**src/rtl/exec_stage_md_if.sv**
```systemverilog
// ============================================================================
// Module   : exec_stage_md_if
// Brief    : Handshake and data bundle between ID/EX, the execute stage and
//            EX/MEM. The master side feeds the stage; the slave is the stage.
// Revision : 1.0  initial release
// ============================================================================
`default_nettype none

interface exec_stage_md_if #(
    parameter int XLEN = 32
);
    logic            in_valid;
    logic            in_ready;
    logic            flush;
    logic            md_en;
    logic [2:0]      md_op;
    logic [4:0]      alu_ctrl;
    logic            jump;
    logic            branch;
    logic            sel_a_pc;
    logic            sel_b_imm;
    logic            tgt_rs1;
    logic [XLEN-1:0] rd1;
    logic [XLEN-1:0] rd2;
    logic [XLEN-1:0] pc;
    logic [XLEN-1:0] imm;
    logic [1:0]      fwd_a;
    logic [1:0]      fwd_b;
    logic [XLEN-1:0] result_w;
    logic [XLEN-1:0] alu_result_m;
    logic            out_valid;
    logic            out_ready;
    logic [XLEN-1:0] result;
    logic [XLEN-1:0] write_data;
    logic [XLEN-1:0] pc_target;
    logic            redirect;
    logic            stall_o;

    modport master (
        output in_valid, flush, md_en, md_op, alu_ctrl, jump, branch,
               sel_a_pc, sel_b_imm, tgt_rs1, rd1, rd2, pc, imm,
               fwd_a, fwd_b, result_w, alu_result_m, out_ready,
        input  in_ready, out_valid, result, write_data, pc_target,
               redirect, stall_o
    );

    modport slave (
        input  in_valid, flush, md_en, md_op, alu_ctrl, jump, branch,
               sel_a_pc, sel_b_imm, tgt_rs1, rd1, rd2, pc, imm,
               fwd_a, fwd_b, result_w, alu_result_m, out_ready,
        output in_ready, out_valid, result, write_data, pc_target,
               redirect, stall_o
    );
endinterface

`default_nettype wire

```
**src/rtl/exec_stage_md.sv**
```systemverilog
// ============================================================================
// Module   : exec_stage_md
// Brief    : RV32IM execute stage: forwarding, ALU, branch/jump resolution and
//            a multi-cycle multiply / radix-2 restoring divide unit.
// Revision : 1.0  initial release
// ============================================================================
`default_nettype none

module exec_stage_md #(
    parameter int XLEN     = 32,
    parameter int MUL_LAT  = 2,
    parameter int DIV_ITER = 32
) (
    input  wire logic          clk,
    input  wire logic          rst_n,
    exec_stage_md_if.slave     bus
);
    localparam int SH_W    = $clog2(XLEN);
    localparam int CNT_MAX = (DIV_ITER > MUL_LAT) ? DIV_ITER : MUL_LAT;
    localparam int CNT_W   = $clog2(CNT_MAX + 1);

    localparam logic [CNT_W-1:0] MUL_LAST = CNT_W'(MUL_LAT - 1);
    localparam logic [CNT_W-1:0] DIV_LAST = CNT_W'(DIV_ITER - 1);
    localparam logic [CNT_W-1:0] CNT_ONE  = CNT_W'(1);
    localparam logic [XLEN-1:0]  INT_MIN  = {1'b1, {(XLEN-1){1'b0}}};

    localparam logic [4:0] ALU_ADD  = 5'd0;
    localparam logic [4:0] ALU_SUB  = 5'd1;
    localparam logic [4:0] ALU_SLL  = 5'd2;
    localparam logic [4:0] ALU_SLT  = 5'd3;
    localparam logic [4:0] ALU_SLTU = 5'd4;
    localparam logic [4:0] ALU_XOR  = 5'd5;
    localparam logic [4:0] ALU_SRL  = 5'd6;
    localparam logic [4:0] ALU_SRA  = 5'd7;
    localparam logic [4:0] ALU_OR   = 5'd8;
    localparam logic [4:0] ALU_AND  = 5'd9;
    localparam logic [4:0] ALU_EQ   = 5'd10;
    localparam logic [4:0] ALU_NE   = 5'd11;
    localparam logic [4:0] ALU_LT   = 5'd12;
    localparam logic [4:0] ALU_GE   = 5'd13;
    localparam logic [4:0] ALU_LTU  = 5'd14;
    localparam logic [4:0] ALU_GEU  = 5'd15;
    localparam logic [4:0] ALU_PASSB = 5'd16;

    localparam logic [2:0] OP_MUL    = 3'd0;
    localparam logic [2:0] OP_MULH   = 3'd1;
    localparam logic [2:0] OP_MULHSU = 3'd2;

    typedef enum logic [1:0] {
        S_IDLE = 2'd0,
        S_MUL  = 2'd1,
        S_DIV  = 2'd2,
        S_DONE = 2'd3
    } state_t;

    state_t          state_q, state_d;
    logic [CNT_W-1:0] cnt_q, cnt_d;
    logic [2:0]      op_q, op_d;
    logic [XLEN-1:0] op_a_q, op_a_d;
    logic [XLEN-1:0] op_b_q, op_b_d;
    logic [XLEN-1:0] rem_q, rem_d;
    logic            neg_quo_q, neg_quo_d;
    logic            neg_rem_q, neg_rem_d;
    logic [XLEN-1:0] res_q, res_d;
    logic [XLEN-1:0] wd_q, wd_d;
    logic [XLEN-1:0] pct_q, pct_d;

    logic [XLEN-1:0] rs1, rs2, alu_a, alu_b, alu_out;
    logic [XLEN-1:0] tgt_sum, pc_tgt;
    logic [SH_W-1:0] shamt;

    // Operand forwarding; 2'b11 falls back to the register file.
    always_comb begin
        case (bus.fwd_a)
            2'b01:   rs1 = bus.result_w;
            2'b10:   rs1 = bus.alu_result_m;
            default: rs1 = bus.rd1;
        endcase
        case (bus.fwd_b)
            2'b01:   rs2 = bus.result_w;
            2'b10:   rs2 = bus.alu_result_m;
            default: rs2 = bus.rd2;
        endcase
    end

    assign alu_a = bus.sel_a_pc  ? bus.pc  : rs1;
    assign alu_b = bus.sel_b_imm ? bus.imm : rs2;
    assign shamt = alu_b[SH_W-1:0];

    always_comb begin
        alu_out = '0;
        case (bus.alu_ctrl)
            ALU_ADD:   alu_out = alu_a + alu_b;
            ALU_SUB:   alu_out = alu_a - alu_b;
            ALU_SLL:   alu_out = alu_a << shamt;
            ALU_SLT:   alu_out = {{(XLEN-1){1'b0}}, $signed(alu_a) < $signed(alu_b)};
            ALU_SLTU:  alu_out = {{(XLEN-1){1'b0}}, alu_a < alu_b};
            ALU_XOR:   alu_out = alu_a ^ alu_b;
            ALU_SRL:   alu_out = alu_a >> shamt;
            ALU_SRA:   alu_out = $unsigned($signed(alu_a) >>> shamt);
            ALU_OR:    alu_out = alu_a | alu_b;
            ALU_AND:   alu_out = alu_a & alu_b;
            ALU_EQ:    alu_out = {{(XLEN-1){1'b0}}, alu_a == alu_b};
            ALU_NE:    alu_out = {{(XLEN-1){1'b0}}, alu_a != alu_b};
            ALU_LT:    alu_out = {{(XLEN-1){1'b0}}, $signed(alu_a) < $signed(alu_b)};
            ALU_GE:    alu_out = {{(XLEN-1){1'b0}}, $signed(alu_a) >= $signed(alu_b)};
            ALU_LTU:   alu_out = {{(XLEN-1){1'b0}}, alu_a < alu_b};
            ALU_GEU:   alu_out = {{(XLEN-1){1'b0}}, alu_a >= alu_b};
            ALU_PASSB: alu_out = alu_b;
            default:   alu_out = '0;
        endcase
    end

    // JALR targets clear bit 0; branch/JAL targets are already halfword aligned.
    assign tgt_sum = (bus.tgt_rs1 ? rs1 : bus.pc) + bus.imm;
    assign pc_tgt  = {tgt_sum[XLEN-1:1], tgt_sum[0] & ~bus.tgt_rs1};

    // Multiplier: sign-extend to 2*XLEN so one unsigned multiply covers all four ops.
    logic            mul_a_signed, mul_b_signed;
    logic [2*XLEN-1:0] mul_a_ext, mul_b_ext, prod;
    logic [XLEN-1:0] mul_res;

    assign mul_a_signed = (op_q == OP_MULH) || (op_q == OP_MULHSU);
    assign mul_b_signed = (op_q == OP_MULH);
    assign mul_a_ext = {{XLEN{mul_a_signed & op_a_q[XLEN-1]}}, op_a_q};
    assign mul_b_ext = {{XLEN{mul_b_signed & op_b_q[XLEN-1]}}, op_b_q};
    assign prod      = mul_a_ext * mul_b_ext;
    assign mul_res   = (op_q == OP_MUL) ? prod[XLEN-1:0] : prod[2*XLEN-1:XLEN];

    // Divider setup from live operands; md_op[0]=0 means signed, md_op[1]=1 means remainder.
    logic            in_signed, a_neg, b_neg, div_zero, div_ovf;
    logic [XLEN-1:0] a_mag, b_mag, special_res;

    assign in_signed = ~bus.md_op[0];
    assign a_neg     = in_signed & rs1[XLEN-1];
    assign b_neg     = in_signed & rs2[XLEN-1];
    assign a_mag     = a_neg ? -rs1 : rs1;
    assign b_mag     = b_neg ? -rs2 : rs2;
    assign div_zero  = (rs2 == '0);
    assign div_ovf   = in_signed & (rs1 == INT_MIN) & (rs2 == '1);
    assign special_res = div_zero ? (bus.md_op[1] ? rs1 : '1)
                                  : (bus.md_op[1] ? '0  : rs1);

    // One restoring step: op_a_q shifts dividend bits out and quotient bits in.
    logic [XLEN:0]   rem_sh, rem_sub;
    logic            q_bit;
    logic [XLEN-1:0] rem_nxt, quo_nxt, div_res;

    assign rem_sh  = {rem_q, op_a_q[XLEN-1]};
    assign rem_sub = rem_sh - {1'b0, op_b_q};
    assign q_bit   = ~rem_sub[XLEN];
    assign rem_nxt = q_bit ? rem_sub[XLEN-1:0] : rem_sh[XLEN-1:0];
    assign quo_nxt = {op_a_q[XLEN-2:0], q_bit};
    assign div_res = op_q[1] ? (neg_rem_q ? -rem_nxt : rem_nxt)
                             : (neg_quo_q ? -quo_nxt : quo_nxt);

    always_comb begin
        state_d   = state_q;
        cnt_d     = cnt_q;
        op_d      = op_q;
        op_a_d    = op_a_q;
        op_b_d    = op_b_q;
        rem_d     = rem_q;
        neg_quo_d = neg_quo_q;
        neg_rem_d = neg_rem_q;
        res_d     = res_q;
        wd_d      = wd_q;
        pct_d     = pct_q;
        case (state_q)
            S_IDLE: begin
                if (bus.in_valid && bus.md_en) begin
                    op_d  = bus.md_op;
                    wd_d  = rs2;
                    pct_d = pc_tgt;
                    cnt_d = '0;
                    rem_d = '0;
                    if (!bus.md_op[2]) begin
                        state_d = S_MUL;
                        op_a_d  = rs1;
                        op_b_d  = rs2;
                    end else if (div_zero || div_ovf) begin
                        state_d = S_DONE;
                        res_d   = special_res;
                    end else begin
                        state_d   = S_DIV;
                        op_a_d    = a_mag;
                        op_b_d    = b_mag;
                        neg_quo_d = a_neg ^ b_neg;
                        neg_rem_d = a_neg;
                    end
                end
            end
            S_MUL: begin
                cnt_d = cnt_q + CNT_ONE;
                if (cnt_q == MUL_LAST) begin
                    res_d   = mul_res;
                    state_d = S_DONE;
                end
            end
            S_DIV: begin
                op_a_d = quo_nxt;
                rem_d  = rem_nxt;
                cnt_d  = cnt_q + CNT_ONE;
                if (cnt_q == DIV_LAST) begin
                    res_d   = div_res;
                    state_d = S_DONE;
                end
            end
            S_DONE: begin
                if (bus.out_ready) state_d = S_IDLE;
            end
            default: state_d = S_IDLE;
        endcase
        if (bus.flush) state_d = S_IDLE;
    end

    always_ff @(posedge clk or negedge rst_n) begin
        if (!rst_n) begin
            state_q   <= S_IDLE;
            cnt_q     <= '0;
            op_q      <= '0;
            op_a_q    <= '0;
            op_b_q    <= '0;
            rem_q     <= '0;
            neg_quo_q <= 1'b0;
            neg_rem_q <= 1'b0;
            res_q     <= '0;
            wd_q      <= '0;
            pct_q     <= '0;
        end else begin
            state_q   <= state_d;
            cnt_q     <= cnt_d;
            op_q      <= op_d;
            op_a_q    <= op_a_d;
            op_b_q    <= op_b_d;
            rem_q     <= rem_d;
            neg_quo_q <= neg_quo_d;
            neg_rem_q <= neg_rem_d;
            res_q     <= res_d;
            wd_q      <= wd_d;
            pct_q     <= pct_d;
        end
    end

    // rst_n gates the combinational paths so nothing asserts while reset is held.
    logic is_idle, is_busy, is_done, live;

    assign is_idle = (state_q == S_IDLE);
    assign is_done = (state_q == S_DONE);
    assign is_busy = (state_q == S_MUL) || (state_q == S_DIV);
    assign live    = rst_n & ~bus.flush;

    assign bus.in_ready   = is_idle;
    assign bus.out_valid  = live & (is_idle ? (bus.in_valid & ~bus.md_en) : is_done);
    assign bus.redirect   = live & is_idle & bus.in_valid & ~bus.md_en
                            & (bus.jump | (bus.branch & alu_out[0]));
    assign bus.stall_o    = live & (is_busy | (is_done & ~bus.out_ready));
    assign bus.result     = (rst_n & is_idle) ? alu_out : res_q;
    assign bus.write_data = (rst_n & is_idle) ? rs2     : wd_q;
    assign bus.pc_target  = (rst_n & is_idle) ? pc_tgt  : pct_q;

endmodule

`default_nettype wire

```
**src/flat_wrapper.sv**
```systemverilog
// flat-port wrapper written by rule: the top's interface ports become plain ports
module exec_stage_md_flat 
#(
    parameter int XLEN     = 32,
    parameter int MUL_LAT  = 2,
    parameter int DIV_ITER = 32
)
  (clk, rst_n, bus_in_valid, bus_flush, bus_md_en, bus_md_op, bus_alu_ctrl, bus_jump, bus_branch, bus_sel_a_pc, bus_sel_b_imm, bus_tgt_rs1, bus_rd1, bus_rd2, bus_pc, bus_imm, bus_fwd_a, bus_fwd_b, bus_result_w, bus_alu_result_m, bus_out_ready, bus_in_ready, bus_out_valid, bus_result, bus_write_data, bus_pc_target, bus_redirect, bus_stall_o);
  exec_stage_md_if #(.XLEN(XLEN)) bus_i ();
  input  wire logic clk;
  input  wire logic rst_n;
  input wire logic [$bits(bus_i.in_valid)-1:0] bus_in_valid;
  input wire logic [$bits(bus_i.flush)-1:0] bus_flush;
  input wire logic [$bits(bus_i.md_en)-1:0] bus_md_en;
  input wire logic [$bits(bus_i.md_op)-1:0] bus_md_op;
  input wire logic [$bits(bus_i.alu_ctrl)-1:0] bus_alu_ctrl;
  input wire logic [$bits(bus_i.jump)-1:0] bus_jump;
  input wire logic [$bits(bus_i.branch)-1:0] bus_branch;
  input wire logic [$bits(bus_i.sel_a_pc)-1:0] bus_sel_a_pc;
  input wire logic [$bits(bus_i.sel_b_imm)-1:0] bus_sel_b_imm;
  input wire logic [$bits(bus_i.tgt_rs1)-1:0] bus_tgt_rs1;
  input wire logic [$bits(bus_i.rd1)-1:0] bus_rd1;
  input wire logic [$bits(bus_i.rd2)-1:0] bus_rd2;
  input wire logic [$bits(bus_i.pc)-1:0] bus_pc;
  input wire logic [$bits(bus_i.imm)-1:0] bus_imm;
  input wire logic [$bits(bus_i.fwd_a)-1:0] bus_fwd_a;
  input wire logic [$bits(bus_i.fwd_b)-1:0] bus_fwd_b;
  input wire logic [$bits(bus_i.result_w)-1:0] bus_result_w;
  input wire logic [$bits(bus_i.alu_result_m)-1:0] bus_alu_result_m;
  input wire logic [$bits(bus_i.out_ready)-1:0] bus_out_ready;
  output wire logic [$bits(bus_i.in_ready)-1:0] bus_in_ready;
  output wire logic [$bits(bus_i.out_valid)-1:0] bus_out_valid;
  output wire logic [$bits(bus_i.result)-1:0] bus_result;
  output wire logic [$bits(bus_i.write_data)-1:0] bus_write_data;
  output wire logic [$bits(bus_i.pc_target)-1:0] bus_pc_target;
  output wire logic [$bits(bus_i.redirect)-1:0] bus_redirect;
  output wire logic [$bits(bus_i.stall_o)-1:0] bus_stall_o;
  assign bus_i.in_valid = bus_in_valid;
  assign bus_i.flush = bus_flush;
  assign bus_i.md_en = bus_md_en;
  assign bus_i.md_op = bus_md_op;
  assign bus_i.alu_ctrl = bus_alu_ctrl;
  assign bus_i.jump = bus_jump;
  assign bus_i.branch = bus_branch;
  assign bus_i.sel_a_pc = bus_sel_a_pc;
  assign bus_i.sel_b_imm = bus_sel_b_imm;
  assign bus_i.tgt_rs1 = bus_tgt_rs1;
  assign bus_i.rd1 = bus_rd1;
  assign bus_i.rd2 = bus_rd2;
  assign bus_i.pc = bus_pc;
  assign bus_i.imm = bus_imm;
  assign bus_i.fwd_a = bus_fwd_a;
  assign bus_i.fwd_b = bus_fwd_b;
  assign bus_i.result_w = bus_result_w;
  assign bus_i.alu_result_m = bus_alu_result_m;
  assign bus_i.out_ready = bus_out_ready;
  assign bus_in_ready = bus_i.in_ready;
  assign bus_out_valid = bus_i.out_valid;
  assign bus_result = bus_i.result;
  assign bus_write_data = bus_i.write_data;
  assign bus_pc_target = bus_i.pc_target;
  assign bus_redirect = bus_i.redirect;
  assign bus_stall_o = bus_i.stall_o;
  exec_stage_md #(.XLEN(XLEN), .MUL_LAT(MUL_LAT), .DIV_ITER(DIV_ITER)) u_core (.clk(clk), .rst_n(rst_n), .bus(bus_i));
endmodule
```
**config.mk**
```make
export PLATFORM = sky130hd
export DESIGN_NAME = exec_stage_md_flat
export DESIGN_NICKNAME = d
export VERILOG_FILES = /design/src/rtl/exec_stage_md_if.sv /design/src/rtl/exec_stage_md.sv /design/src/flat_wrapper.sv
export SDC_FILE = /design/constraint.sdc
export NUM_CORES = 2
export LEC_CHECK = 0
export CORE_MARGIN = 5
export CORE_UTILIZATION = 50
export DETAILED_ROUTE_END_ITERATION = 7
export HOLD_SLACK_MARGIN = 0.03
export PLACE_DENSITY = 0.68
export SETUP_SLACK_MARGIN = 0.2
export SLEW_MARGIN = 30
export SYNTH_ARGS = -nofsm -noshare
export SYNTH_HDL_FRONTEND = slang
export SYNTH_SLANG_ARGS = --single-unit
```
**constraint.sdc**
```tcl
create_clock -name clk -period 26.4 [get_ports clk]
set_input_delay 5.28 -clock clk [delete_from_list [all_inputs] [get_ports clk]]
set_output_delay 5.28 -clock clk [all_outputs]
set_load 0.03 [all_outputs]
```
==> summary.md <==
| Metric | Value |
|---|---|
| Most frequent cells in the layout | `inv_1 (1,348), nand2_1 (1,329), fa_1 (1,128)` |
| CP cell instances | `clkdlybuf4s50_1, inv_1, ha_2, buf_4, inv_1, o21ai_1, o21ai_0, ha_1, fa_1, a21o_1, a21o_1, a2111oi_0, or3_1, and3_1, o31ai_1, a21oi_1, o41a_1, o21ai_0, a221o_1, a2111oi_0, o21ai_0, clkdlybuf4s50_1` |
| Setup TNS | `0 ns` |
| Most frequent CP cell | `o21ai_0` |
| Routed Antenna Nets | `0` |
| Number of synthesized flops with an enable pin | `0` |
| Number of remaining DRC errors | `0` |
| Synth Register Bits | `205` |
| Worst-Skew Late Latency | `0.60 ns` |
| Compound-cell area share of the yosys netlist | `16.2%` |
| Final hold violation count | `0` |
| Worst min path class | `reg -> reg` |
| Vias in the first global route | `62,500` |
| Starting DRT DRC Count | `6,458` |
| Critical path's slowest cell | `a2111oi_0` |
| Synth top area share | `34.3%` |
| Outcome | `finished, final reports clean` |
| Synth Area in XOR/XNOR | `2.96%` |
| WL per Instance | `28.2 µm` |
| Biggest cell delay along the critical path | `0.76 ns` |
| Post-Place Cells | `9,988` |
| CP startpoint kind | `input port` |
| Initial antenna violation count | `18` |
| Hold buffers post-CTS | `0` |
| Post-DP HPWL | `227 mm` |
| Root Driver | `clkbuf_16` |
| CP Capture Type | `primary output` |
| # fillers | `12,300` |
| Starting Density | `50.2%` |
| Sum of buffers and inverters on the critical path | `5` |
| Die ar. | `139,000 µm²` |
| Synth Area in Adders | `41.9%` |
| Placement Cell Area | `70,800 µm²` |
| Area delta synth->final | `8.87%` |
| IO Pins | `315` |
| # nets final | `9,995` |
| Final cycle utilization of the critical path | `72.4%` |
| TritonCTS clock tree | `done` |
| Sequential fraction of the synthesis area | `7.78%` |
| Buffer count from post-CTS setup fixing | `0` |
| Drt pass-1 iters | `7` |
| Largest family of logic cells by synthesized area | `adder cells` |
| Syn Inst Count | `8,284` |
| Die W | `373 µm` |
| Total track usage | `39.7%` |
| Pin count of the biggest net entering global routing | `130` |
| Final Non-Filler Cells | `10,100` |
| DR vias | `62,200` |
| Worst-case hold slack | `0.483 ns` |
| Synth top area cells | `fa_1 (34%), dfrtp_1 (7.8%), inv_1 (7.7%)` |
| DR vias/cell | `6.19` |
| DRT Wirelength | `283 mm` |
| Post-synth top flop | `dfrtp_1` |
| F_max | `52.3 MHz` |
| CTS max path bufs | `3` |
| Row Count | `133` |
| CORE AREA | `131,000 µm²` |
| Max Cap Viol | `0` |
| CTS H-tree depth | `1` |
| Ys async rst share | `100%` |
| Syn avg cell area | `7.96 µm²` |
| Warnings, synthesis | `0` |
| Post_cts resized | `0` |
| Post-synthesis mux area share | `2.35%` |
| Max-slew headroom | `24.0%` |
| Die Ht | `373 µm` |
| CP max FO | `61` |
| Grt total ovfl | `0` |
| RSZ-0062 raised after global routing | `no` |
| Clock sink total | `205` |
| Final setup vio count | `0` |
| Slew Viols, Final | `0` |
| CP Class | `in -> out` |
| Mapped Nets | `10,000` |
| Final GP Congestion | `1.08` |
| Netlist cell types | `102` |
| Share of cells above drive strength 1 | `4.52%` |
| Final Critical Period | `19.11 ns` |
| Post-Syn Area | `66,000 µm²` |
| Worst Tran Pin Value | `1.13 ns` |
| Cts bufs inserted | `27` |
| Area leader, netlist | `fa_1` |
| Post-synthesis simple-gate area fraction | `17.9%` |
| WP data arrival | `13.83 ns` |
| Commonest non-fill, non-tap cell in the layout | `inv_1` |
| Design area | `71,800 µm²` |
| Critical path's top delay family | `compound AO/OA/AOI/OAI gates` |
| Clock slew at reported path FFs | `0.06 ns` |
| CP required | `21.12 ns` |
| Clk_skew | `0.0146 ns` |
| IO buf count | `314` |
| First-pass GRT wire length | `415 mm` |
## layer usage
metal	vias up	global-route usage (%)	wire length [µm]
met3	802	7.54	26900
met4	6	23.4	21200
met2	3564	63.5	128000
met1	31200	50.3	107000
met5	-	0	40
li1	26700	-	-
## Yosys cell counts (36+ instances only)
cell type,instances
ha_1,388
nor2b_1,52
and2_1,296
o211ai_1,52
xor2_1,76
mux2i_1,112
dfrtp_1,205
o21a_1,37
nand2_1,1332
o31ai_1,51
buf_1,63
a21oi_1,361
xnor2_1,147
mux2_2,36
clkbuf_1,451
o21ai_1,38
fa_1,1129
nor3_1,113
nor2_1,419
a211oi_1,42
inv_1,1348
a31oi_1,64
a221o_1,50
a221oi_1,71
o21ai_0,535
nand2b_1,45
a21o_1,65
nand3_1,91
## worst paths after layout
path | from | endpoint | slack, ns | depth (start not counted)
setup / recovery | bus_fwd_a[0] | bus_result[22] | 7.29 | 22
hold / removal | u_core.wd_q[19] | u_core.wd_q[19] | 0.48 | 2
setup reg to reg | u_core.op_b_q[1] | u_core.res_q[28] | 15.90 | 30
hold reg to reg | u_core.wd_q[19] | u_core.wd_q[19] | 0.48 | 2
max in group asynchronous | rst_n | u_core.op_b_q[8] | 19.28 | 5
min in group asynchronous | rst_n | u_core.pct_q[25] | 4.61 | 1
## area by class of cell
cell class	instances	area (µm²)	area share, %
inverters	1356	5090	7.09
well taps	1755	2200	3.06
repair buffers	494	4500	6.27
multi-input cells	6179	53900	75.0
flip-flops and latches	205	5140	7.15
diodes	17	42.5	0.0592
clock buffers	32	734	1.02
clock inverters	15	236	0.329
## per-stage QoR
step	util (%)	setup slack [ns]
floorplan	-	9.95
global placement	53.9	7.85
detailed placement	53.9	7.56
CTS	54.6	7.53
global route	54.7	7.24
finish	54.7	7.29
## logic make-up after synthesis
group / count (synthesis)
buffers and inverters: 1900
AOI/OAI and AO/OA: 1674
DFF: 205
and+or+nand+nor: 2599
xor gates and xnor gates: 223
muxes: 149
adders and majority gates: 1534
## worst register-to-register path, delay by kind of cell (launching register included)
family                     cells  cell delay (ns)
adders and majority gates      9             4.47
buffers and inverters         10             2.31
AOI/OAI and AO/OA              6             2.13
and+or+nand+nor                4             0.93
DFF                            1             0.33
muxes                          1             0.18
## flip-flops by register name, summed over array words and instances (netlist names)
register and count:
u_core.cnt_q 6, u_core.state_q 2, u_core.res_q 32, u_core.op_a_q 32
u_core.op_q 3, u_core.wd_q 32, u_core.rem_q 32, u_core.neg_quo_q 1
u_core.neg_rem_q 1, u_core.op_b_q 32, u_core.pct_q 32
Power is not shown: default switching activity piles up to over one toggle a cycle in this logic, so the estimate is an artifact.
